**config.mk**
```make
export PLATFORM = sky130hd
export DESIGN_NAME = serial_word_tx_flat
export DESIGN_NICKNAME = d
export VERILOG_FILES = /design/src/rtl/serial_word_tx_if.sv /design/src/rtl/serial_word_tx.sv /design/src/flat_wrapper.sv
export SDC_FILE = /design/constraint.sdc
export NUM_CORES = 1
export LEC_CHECK = 0
export CORE_ASPECT_RATIO = 0.9
export CORE_MARGIN = 2
export CORE_UTILIZATION = 52
export DETAILED_ROUTE_END_ITERATION = 16
export PLACE_DENSITY = 0.77
export SLEW_MARGIN = 20
export SYNTH_ARGS = -nofsm -noshare
export SYNTH_HDL_FRONTEND = slang
export SYNTH_SLANG_ARGS = --single-unit
export TNS_END_PERCENT = 20
```
**constraint.sdc**
```tcl
create_clock -name clk -period 2.92 [get_ports clk]
set_clock_uncertainty 0.2 [all_clocks]
set_input_delay 0.73 -clock clk [delete_from_list [all_inputs] [get_ports clk]]
set_output_delay 0.73 -clock clk [all_outputs]
set_load 0.01 [all_outputs]
```
**src/rtl/serial_word_tx_if.sv**
```systemverilog
// Parallel-load / 3-wire serial link bundle for serial_word_tx.
// master drives start/data_in and observes the link; slave is the transmitter.
interface serial_word_tx_if #(
  parameter int WIDTH = 24
);
  logic             start;
  logic [WIDTH-1:0] data_in;
  logic             busy;
  logic             done;
  logic             cs_n;
  logic             sclk;
  logic             sdata;

  modport master (
    output start, data_in,
    input  busy, done, cs_n, sclk, sdata
  );

  modport slave (
    input  start, data_in,
    output busy, done, cs_n, sclk, sdata
  );
endinterface

```
**src/rtl/serial_word_tx.sv**
```systemverilog
// Snapshot-and-shift transmitter: loads one word on start and clocks it out on cs_n/sclk/sdata.
// Bit order is MSB first unless SERIAL_TX_LSB_FIRST_EN is defined (then LSB first).
module serial_word_tx #(
  parameter int WIDTH   = 24,
  parameter int CLK_DIV = 4
) (
  input  logic             clk,
  input  logic             reset,
  serial_word_tx_if.slave  tx_if
);

  localparam int BIT_W = $clog2(WIDTH);
  localparam int DIV_W = (CLK_DIV > 1) ? $clog2(CLK_DIV) : 1;

  typedef enum logic [1:0] {
    IDLE   = 2'd0,
    SHIFT  = 2'd1,
    FINISH = 2'd2
  } state_e;

  state_e             state_q, state_d;
  logic [WIDTH-1:0]   shift_q, shift_d;
  logic [BIT_W-1:0]   bit_cnt_q, bit_cnt_d;
  logic [DIV_W-1:0]   div_cnt_q, div_cnt_d;
  logic               cs_n_q, cs_n_d;
  logic               sclk_q, sclk_d;
  logic               sdata_q, sdata_d;
  logic               busy_q, busy_d;
  logic               done_q, done_d;

  logic               div_wrap;
  logic               first_bit;
  logic               next_bit;
  logic [WIDTH-1:0]   shift_next;

  assign div_wrap = (div_cnt_q == DIV_W'(CLK_DIV - 1));

`ifdef SERIAL_TX_LSB_FIRST_EN
  assign first_bit  = tx_if.data_in[0];
  assign next_bit   = shift_q[1];
  assign shift_next = shift_q >> 1;
`else
  assign first_bit  = tx_if.data_in[WIDTH-1];
  assign next_bit   = shift_q[WIDTH-2];
  assign shift_next = shift_q << 1;
`endif

  // All state and every output are registered here; reset aborts any frame.
  always_ff @(posedge clk or posedge reset) begin
    if (reset) begin
      state_q   <= IDLE;
      shift_q   <= '0;
      bit_cnt_q <= '0;
      div_cnt_q <= '0;
      cs_n_q    <= 1'b1;
      sclk_q    <= 1'b0;
      sdata_q   <= 1'b0;
      busy_q    <= 1'b0;
      done_q    <= 1'b0;
    end else begin
      state_q   <= state_d;
      shift_q   <= shift_d;
      bit_cnt_q <= bit_cnt_d;
      div_cnt_q <= div_cnt_d;
      cs_n_q    <= cs_n_d;
      sclk_q    <= sclk_d;
      sdata_q   <= sdata_d;
      busy_q    <= busy_d;
      done_q    <= done_d;
    end
  end

  always_comb begin
    state_d = state_q;
    case (state_q)
      IDLE:    if (tx_if.start) state_d = SHIFT;
      SHIFT:   if (div_wrap && sclk_q && (bit_cnt_q == '0)) state_d = FINISH;
      FINISH:  state_d = IDLE;
      default: state_d = IDLE;
    endcase
  end

  always_comb begin
    shift_d   = shift_q;
    bit_cnt_d = bit_cnt_q;
    div_cnt_d = div_cnt_q;
    cs_n_d    = cs_n_q;
    sclk_d    = sclk_q;
    sdata_d   = sdata_q;
    busy_d    = busy_q;
    done_d    = 1'b0;
    case (state_q)
      IDLE: begin
        if (tx_if.start) begin
          shift_d   = tx_if.data_in;
          sdata_d   = first_bit;
          cs_n_d    = 1'b0;
          busy_d    = 1'b1;
          bit_cnt_d = BIT_W'(WIDTH - 1);
          div_cnt_d = '0;
        end
      end
      SHIFT: begin
        if (div_wrap) begin
          div_cnt_d = '0;
          sclk_d    = ~sclk_q;
          // Data only moves on the falling toggle so it is stable across each rise.
          if (sclk_q && (bit_cnt_q != '0)) begin
            shift_d   = shift_next;
            sdata_d   = next_bit;
            bit_cnt_d = bit_cnt_q - BIT_W'(1);
          end
        end else begin
          div_cnt_d = div_cnt_q + DIV_W'(1);
        end
      end
      FINISH: begin
        cs_n_d  = 1'b1;
        busy_d  = 1'b0;
        sdata_d = 1'b0;
        done_d  = 1'b1;
      end
      default: ;
    endcase
  end

  assign tx_if.busy  = busy_q;
  assign tx_if.done  = done_q;
  assign tx_if.cs_n  = cs_n_q;
  assign tx_if.sclk  = sclk_q;
  assign tx_if.sdata = sdata_q;

endmodule

```
**src/flat_wrapper.sv**
```systemverilog
// flat-port wrapper written by rule: the top's interface ports become plain ports
module serial_word_tx_flat 
#(
  parameter int WIDTH   = 24,
  parameter int CLK_DIV = 4
)
  (clk, reset, tx_if_start, tx_if_data_in, tx_if_busy, tx_if_done, tx_if_cs_n, tx_if_sclk, tx_if_sdata);
  serial_word_tx_if #(.WIDTH(WIDTH)) tx_if_i ();
  input  logic clk;
  input  logic reset;
  input wire logic [$bits(tx_if_i.start)-1:0] tx_if_start;
  input wire logic [$bits(tx_if_i.data_in)-1:0] tx_if_data_in;
  output wire logic [$bits(tx_if_i.busy)-1:0] tx_if_busy;
  output wire logic [$bits(tx_if_i.done)-1:0] tx_if_done;
  output wire logic [$bits(tx_if_i.cs_n)-1:0] tx_if_cs_n;
  output wire logic [$bits(tx_if_i.sclk)-1:0] tx_if_sclk;
  output wire logic [$bits(tx_if_i.sdata)-1:0] tx_if_sdata;
  assign tx_if_i.start = tx_if_start;
  assign tx_if_i.data_in = tx_if_data_in;
  assign tx_if_busy = tx_if_i.busy;
  assign tx_if_done = tx_if_i.done;
  assign tx_if_cs_n = tx_if_i.cs_n;
  assign tx_if_sclk = tx_if_i.sclk;
  assign tx_if_sdata = tx_if_i.sdata;
  serial_word_tx #(.WIDTH(WIDTH), .CLK_DIV(CLK_DIV)) u_core (.clk(clk), .reset(reset), .tx_if(tx_if_i));
endmodule
```
==> results.tsv, run 1 <==
metric	value	unit
synth_compound_area_share	23.0	%
rows	20	
ys_warn_count	0	
synthCells	176	
worstHoldPathType	register to register	
first_pass_iters	4	
final.setup.tns	0	ns
cts.sinks	37	
ys_seq_area_share	48.6	%
cts-root-buf	clkbuf_8	
synthFlopType	dfrtp_1	
slew_headroom	39.6	%
via_per_inst	5.93	
drive_above_1_share	11.9	%
synth-simple-area-share	13.8	%
cts_tree	yes	
leakagePower	0.00100	µW
fp.dieW	67.8	µm
path_class	primary input to register	
setup_viol	0	
dp_slack	0.260	ns
min_from	u_core.div_cnt_q[1]$_DFFE_PP0P_	
grt_pass1_wl	6.67	mm
cts_resized	0	
grt_pass1_vias	1410	
synth_seq_cells	37	
first_iter_violations	62	
status	completed	
num_io_pins	32	
post_cts_buffers	0	
finalMaxSlewViolations	0	
r2r-start	u_core.state_q[0]$_DFFE_PP0P_	
setup_ws	0.506	ns
start_kind	primary input	
power_density	921	nW/µm²
synthArstFlopShare	100	%
cts-buffers-inserted	5	
setup.worst_path.end_class	register	
fin_crit_sh	82.7	%
grt_max_degree	27	
wire_per_inst	16.0	µm
postRouteAntennaNets	0	
hold_viol	0	
yosysUniqueCellTypes	38	
h-tree-depth	2	
cts.path.max_buffers	2	
wirelength	4.06	mm
layout_min_cycle_time	2.41	ns
syn_area_per_cell	10.8	µm²
synthMuxAreaShare	4.07	%
fmax	414	MHz
vias	1506	
gp_congestion	0.800	
synth_nets	209	
synthXorXnorAreaFrac	0.459	%
worst_slew_pin_slew	0.903	ns
yosysTopAreaCell	dfrtp_1	
fillers	251	
max-vdd-ir-drop	525	µV
start_util	55.2	%
post-route-util	67.6	%
core_area	3450	µm²
cts_hold_repair.buffers	0	
diodes	0	
cts.reportedPaths.clkPinSlew	0.07	ns
drc	0	
port-buffer-count	31	
rsz0062_at_grt	no	
required	2.94	ns
insertion_delay	0.28	ns
synthAdderAreaFrac	3.94	%
synth_top_family_by_area	compound AO/OA/AOI/OAI gates	
netlist_area	1910	µm²
synth_top_area_share	47.2	%
seq_area	927	µm²
hpwl	2.94	mm
grt_usage	21.6	%
area_growth	22.4	%
power	2150	µW
synth_edf_count	0	
nets	242	
critPathLaunch	tx_if_start	
arrival	2.43	ns
die_area	4170	µm²
crit_path_max_fanout	13	
die_y	61.5	µm
antenna_found_initial	0	
multi_input_area	863	µm²
grt_overflow_total	0	
synthTopCellsByArea	dfrtp_1, o22ai_1, a221o_1, nor2b_1, a21oi_1	
maxCapViolations	0	
## final timing paths
path	endpoint	slack, ns	cells past startpoint
max	u_core.shift_q[20]$_DFFE_PP0P_	0.51	4
min	u_core.div_cnt_q[1]$_DFFE_PP0P_	0.28	2
max reg2reg	u_core.shift_q[7]$_DFFE_PP0P_	0.51	7
min reg2reg	u_core.div_cnt_q[1]$_DFFE_PP0P_	0.28	2
max in group asynchronous	u_core.tx_if.cs_n$_DFFE_PP1P_	1.36	3
min in group asynchronous	u_core.shift_q[15]$_DFFE_PP0P_	0.57	2
## where the power goes
group,total (µW),internal (µW),switching (µW)
combinational,921,456,464
clock,339,165,174
sequential,888,721,167
total,2150,1340,806
## metal layers
layer / share of wire, % / routed length [µm] / track usage, % / up-vias
li1: - / - / - / 720
met1: 47 / 1890 / 30.3 / 749
met2: 49 / 1980 / 34.9 / 33
met3: 4.0 / 161 / 4.57 / 4
met4: 0.67 / 27 / 5.14 / 0
met5: 0 / 0 / 0 / -
## critical path: stages
cell and delay [ns]:
clkdlybuf4s50_1 0.56, mux2i_4 0.14, nor2_1 0.72, a221o_2 0.29
## placed cells by master, fill, tap and decap left out, types with 2 or more instances in the layout
cell	synthesis	routed
dfrtp_1	36	36
clkdlybuf4s50_1	0	31
o22ai_1	20	20
a21oi_1	15	15
nor2b_1	14	14
nand2_1	10	10
nor2_1	9	9
a221o_1	9	9
inv_1	8	8
ha_1	6	6
buf_4	0	6
clkbuf_8	0	5
mux2i_1	4	4
nand3_1	3	3
o21ai_0	3	3
a221o_2	3	3
nand2b_1	2	2
nand4_1	2	2
clkinv_2	0	2
## synthesized netlist by cell type (2+ instances only)
master	n
a221o_1	9
dfrtp_1	36
mux2i_1	4
nand4_1	2
clkbuf_1	4
o21ai_0	3
ha_1	6
nand2b_1	2
a221o_2	3
nand2_1	10
nand3_1	3
buf_6	5
nor2_1	9
nor2b_1	14
o22ai_1	20
a21oi_1	15
inv_1	8
buf_2	3
## cell families (layout without fill, tap and decap cells)
logic type	after synthesis	count (layout)
XOR/XNOR	1	1
adder cells (fa/ha/maj)	6	6
AO/OA/AOI/OAI	60	60
buffers and inverters	20	54
AND/OR/NAND/NOR	46	46
flip-flops	37	37
multiplexers	6	6
## state kept, by name (all words and copies together) (netlist names)
signal and count:
u_core.bit_cnt_q 5, u_core.div_cnt_q 2, u_core.tx_if.sdata 1, u_core.tx_if.cs_n 1, u_core.tx_if.busy 1, u_core.tx_if.done 1, u_core.state_q 2, u_core.tx_if.sclk 1
u_core.shift_q 23
## area by class of cell
class                   count  area share [%]
clock buffers               6            3.11
repair buffers             38            16.1
flip-flops and latches     37            39.7
multi-input cells         119            37.0
inverters                   8            1.29
well taps                  44            2.36
clock inverters             2           0.429
## per-stage QoR
stage | cell area [µm²] | hold WS [ns] | cells
6_report | 2330 | 0.283 | 254
4_1_cts | 2330 | 0.282 | 254
2_1_floorplan | 1910 | 0.243 | 176
3_3_place_gp | 2250 | 0.268 | 246
3_5_place_dp | 2250 | 0.267 | 246
5_1_grt | 2330 | 0.312 | 254
(Power assumes the default switching activity.)
==> run 2, diff against run 1 <==
- clock period: 2.92 -> 2.4 ns (I/O delays scaled with it)
==> results.tsv, run 2 (synthesis results as in run 1) <==
metric	value	unit
status	completed	
fin_crit_sh	94.6	%
rsz0062_at_grt	no	
hold_viol	0	
postRouteAntennaNets	0	
setup_viol	0	
area_growth	24.3	%
maxCapViolations	0	
fmax	441	MHz
path_buf_inv	1	
crit_chain	inv_1 -> ha_1 -> mux2i_4 -> nor2_2 -> a221o_2	
finalMaxSlewViolations	0	
cts-root-buf	clkbuf_8	
path_delay_family	flip-flops	
arrival	2.24	ns
layout_commonest_cell	dfrtp_1	
start_kind	register	
cts-buffers-inserted	5	
max-vdd-ir-drop	584	µV
wirelength	4.20	mm
required	2.37	ns
via_per_inst	6.03	
core_area	3450	µm²
diodes	0	
slowest_delay	0.43	ns
port-buffer-count	31	
cts.reportedPaths.clkPinSlew	0.07	ns
start_util	55.2	%
final.setup.tns	0	ns
drive_above_1_share	13.7	%
grt_pass1_vias	1506	
final_cell_mix	dfrtp_1, clkdlybuf4s50_1, o22ai_1	
grt_usage	22.9	%
gp_congestion	0.913	
hpwl	3.06	mm
crit_path_max_fanout	13	
rows	20	
path_class	register to register	
top_register	u_core.shift_q	
cts.path.max_buffers	2	
grt_max_degree	29	
first_iter_violations	84	
multi_input_area	875	µm²
die_area	4170	µm²
layout_min_cycle_time	2.27	ns
die_y	61.5	µm
nets	245	
num_io_pins	32	
slew_headroom	48.7	%
power_density	1130	nW/µm²
seq_area	927	µm²
worstHoldPathType	register to register	
grt_overflow_total	0	
post_cts_buffers	0	
leakagePower	0.00101	µW
fp.dieW	67.8	µm
cts_resized	2	
largest_reg_flops	23	
fillers	253	
first_pass_iters	4	
drc	0	
whs	0.298	ns
insertion_delay	0.29	ns
slowest_stage	dfrtp_1	
antenna_found_initial	0	
wire_per_inst	16.5	µm
cts.sinks	37	
grt_pass1_wl	6.89	mm
worst_slew_pin_slew	0.766	ns
post-route-util	68.7	%
h-tree-depth	2	
cts_hold_repair.buffers	0	
vias	1538	
reg_top3	u_core.shift_q (23), u_core.bit_cnt_q (5)	
cts_tree	yes	
setup.worst_path.end_class	register	
==> run 2: worst paths after layout <==
path | from | endpoint | slack [ns] | cells after the start
max | u_core.state_q[0]$_DFFE_PP0P_ | u_core.shift_q[20]$_DFFE_PP0P_ | 0.13 | 5
min | u_core.shift_q[20]$_DFFE_PP0P_ | u_core.shift_q[21]$_DFFE_PP0P_ | 0.30 | 1
max reg2reg | u_core.state_q[0]$_DFFE_PP0P_ | u_core.shift_q[20]$_DFFE_PP0P_ | 0.13 | 5
min reg2reg | u_core.shift_q[20]$_DFFE_PP0P_ | u_core.shift_q[21]$_DFFE_PP0P_ | 0.30 | 1
max in group asynchronous | reset | u_core.shift_q[7]$_DFFE_PP0P_ | 1.11 | 3
min in group asynchronous | reset | u_core.bit_cnt_q[4]$_DFFE_PP0P_ | 0.39 | 2
==> run 2: worst register-to-register path, stage by stage, from the launching register on <==
cell     delay, ns
dfrtp_1       0.43
inv_1         0.12
ha_1          0.41
mux2i_4       0.40
nor2_2        0.18
a221o_2       0.42
==> run 2: through the flow <==
stage | area (µm²) | instances | total power (µW) | worst slack, ns
final | 2370 | 255 | 2690 | 0.130
after global routing | 2370 | 255 | 2870 | 0.000720
after CTS | 2370 | 255 | 2690 | 0.128
after detailed placement | 2290 | 249 | 2270 | -0.203
after global placement | 2290 | 249 | 2200 | -0.159
after floorplan | 1910 | 176 | 1910 | 0.360
==> run 2: area by class of cell <==
class                   count  share of cell area (%)
well taps                  44                    2.32
inverters                   8                    1.27
multi-input cells         119                    36.9
clock inverters             1                   0.211
flip-flops and latches     37                    39.1
clock buffers               5                    2.90
repair buffers             41                    17.3
==> run 2: metal layers <==
layer / up-vias / GRT usage [%] / share of wire (%) / routed length (µm)
met2: 40 / 39.2 / 52 / 2170
met4: 0 / 7.71 / 1.0 / 44
met3: 7 / 7.13 / 5.1 / 214
met5: - / 0 / 0 / 0
li1: 720 / - / - / -
met1: 771 / 27.9 / 42 / 1760
==> run 2: power by group <==
group          switching [µW]  total [µW]  internal, µW
sequential                206        1080           877
clock                     210         401           191
combinational             581        1210           624
total                     997        2690          1690
==> run 3, diff against run 2 <==
- CORE_UTILIZATION: 52 -> 56
- PLACE_DENSITY: 0.77 -> 0.83
- clock period: 2.4 -> 2.7 ns (I/O delays scaled with it)
==> results.tsv, run 3 (synthesis results as in run 1) <==
metric	value	unit
postRouteAntennaNets	0	
grt_max_degree	38	
p_sw_share	36.8	%
fin_crit_sh	90.5	%
post_cts_buffers	0	
hpwl	2.98	mm
fillers	245	
seq_power_share	40.7	%
switchingPower	868	µW
slowest_delay	0.71	ns
largest_reg_flops	23	
cts.sinks	37	
crit_chain	inv_1 -> ha_1 -> mux2i_4 -> nor2_1 -> a221o_2	
fmax	409	MHz
die_y	59.4	µm
setup_viol	0	
h-tree-depth	2	
diodes	0	
stdcell_count	253	
arrival	2.47	ns
path_class	register to register	
slew_headroom	41.4	%
hold_viol	0	
layout_commonest_cell	dfrtp_1	
required	2.73	ns
placedCellCount	247	
fp.dieW	65.5	µm
cts_hold_repair.buffers	0	
num_io_pins	32	
slowest_stage	nor2_1	
first_pass_iters	4	
path_buf_inv	1	
path_delay_family	simple AND/OR/NAND/NOR gates	
first_iter_violations	107	
maxCapViolations	0	
worstHoldPathType	register to register	
gp_congestion	0.774	
cts.reportedPaths.clkPinSlew	0.07	ns
wire_per_inst	16.3	µm
grt_pass1_vias	1552	
port-buffer-count	31	
nets	243	
internal-power	1490	µW
layout_min_cycle_time	2.44	ns
rsz0062_at_grt	no	
cts_resized	0	
power_density	1010	nW/µm²
vias	1475	
grt_pass1_wl	7.02	mm
p_clk_share	14.9	%
area_growth	23.0	%
cts_tree	yes	
worst_slew_pin_slew	0.876	ns
die_area	3890	µm²
insertion_delay	0.29	ns
start_util	57.3	%
drc	0	
setup.worst_path.end_class	register	
finalMaxSlewViolations	0	
wirelength	4.12	mm
crit_path_max_fanout	13	
top_register	u_core.shift_q	
final_cell_mix	dfrtp_1, clkdlybuf4s50_1, o22ai_1	
combPwrFrac	44.4	%
via_per_inst	5.83	
status	completed	
cts.path.max_buffers	2	
leakagePower	0.00101	µW
core_area	3330	µm²
seq_area	927	µm²
reg_top3	u_core.shift_q (23), u_core.bit_cnt_q (5)	
grt_overflow_total	0	
rows	20	
multi_input_area	863	µm²
antenna_found_initial	0	
drive_above_1_share	12.0	%
grt_usage	24.1	%
max-vdd-ir-drop	573	µV
cts-root-buf	clkbuf_8	
start_kind	register	
cts-buffers-inserted	5	
final.setup.tns	0	ns
-- run 3: path summary, 6_finish.rpt --
| kind | start | to | slack (ns) | depth (start not counted) |
|---|---|---|---|---|
| setup / recovery | u_core.state_q[1]$_DFFE_PP0P_ | u_core.shift_q[6]$_DFFE_PP0P_ | 0.26 | 5 |
| hold / removal | u_core.div_cnt_q[1]$_DFFE_PP0P_ | u_core.div_cnt_q[1]$_DFFE_PP0P_ | 0.29 | 2 |
| min in group asynchronous | reset | u_core.shift_q[13]$_DFFE_PP0P_ | 0.60 | 3 |
| max in group asynchronous | reset | u_core.tx_if.cs_n$_DFFE_PP1P_ | 1.35 | 3 |
| hold reg to reg | u_core.div_cnt_q[1]$_DFFE_PP0P_ | u_core.div_cnt_q[1]$_DFFE_PP0P_ | 0.29 | 2 |
| setup reg to reg | u_core.state_q[1]$_DFFE_PP0P_ | u_core.shift_q[6]$_DFFE_PP0P_ | 0.26 | 5 |
-- run 3: layout make-up --
type | count | area share [%]
clock buffers | 5 | 2.93
multi-input cells | 119 | 36.8
clock inverters | 1 | 0.213
well taps | 44 | 2.35
inverters | 8 | 1.28
flip-flops and latches | 37 | 39.5
repair buffers | 39 | 16.9
-- run 3: metrics by stage --
| stage | utilization [%] | power, µW | setup WS (ns) | hold WS, ns | instance area, µm² |
|---|---|---|---|---|---|
| after detailed placement | 68.2 | 2010 | 0.0511 | 0.277 | 2270 |
| final | 70.5 | 2360 | 0.257 | 0.286 | 2340 |
| after floorplan | - | 1700 | 0.660 | 0.243 | 1910 |
| after global placement | 68.2 | 1940 | 0.158 | 0.268 | 2270 |
| after CTS | 70.5 | 2360 | 0.230 | 0.291 | 2340 |
| after global routing | 70.5 | 2520 | 0.0216 | 0.321 | 2340 |
-- run 3: worst min-delay path, stage by stage (launching register included) --
cell	delay, ns
dfrtp_1	0.35
nand2_1	0.05
nand2_1	0.05
-- run 3: power groups by stage --
stage               combinational [µW]  sequential (µW)  clock (µW)
global placement                   993              949           0
CTS                               1060              954         352
floorplan                          788              913           0
detailed placement                1050              958           0
finish                            1050              960         351
global route                      1150              982         384
-- run 3: per-layer routing --
metal,up-vias,global-route usage (%),part of all wire (%)
met5,-,0,0
met4,0,8.33,1.5
met3,8,6.46,3.6
met2,32,41.0,51
met1,721,30.1,44
li1,714,-,-
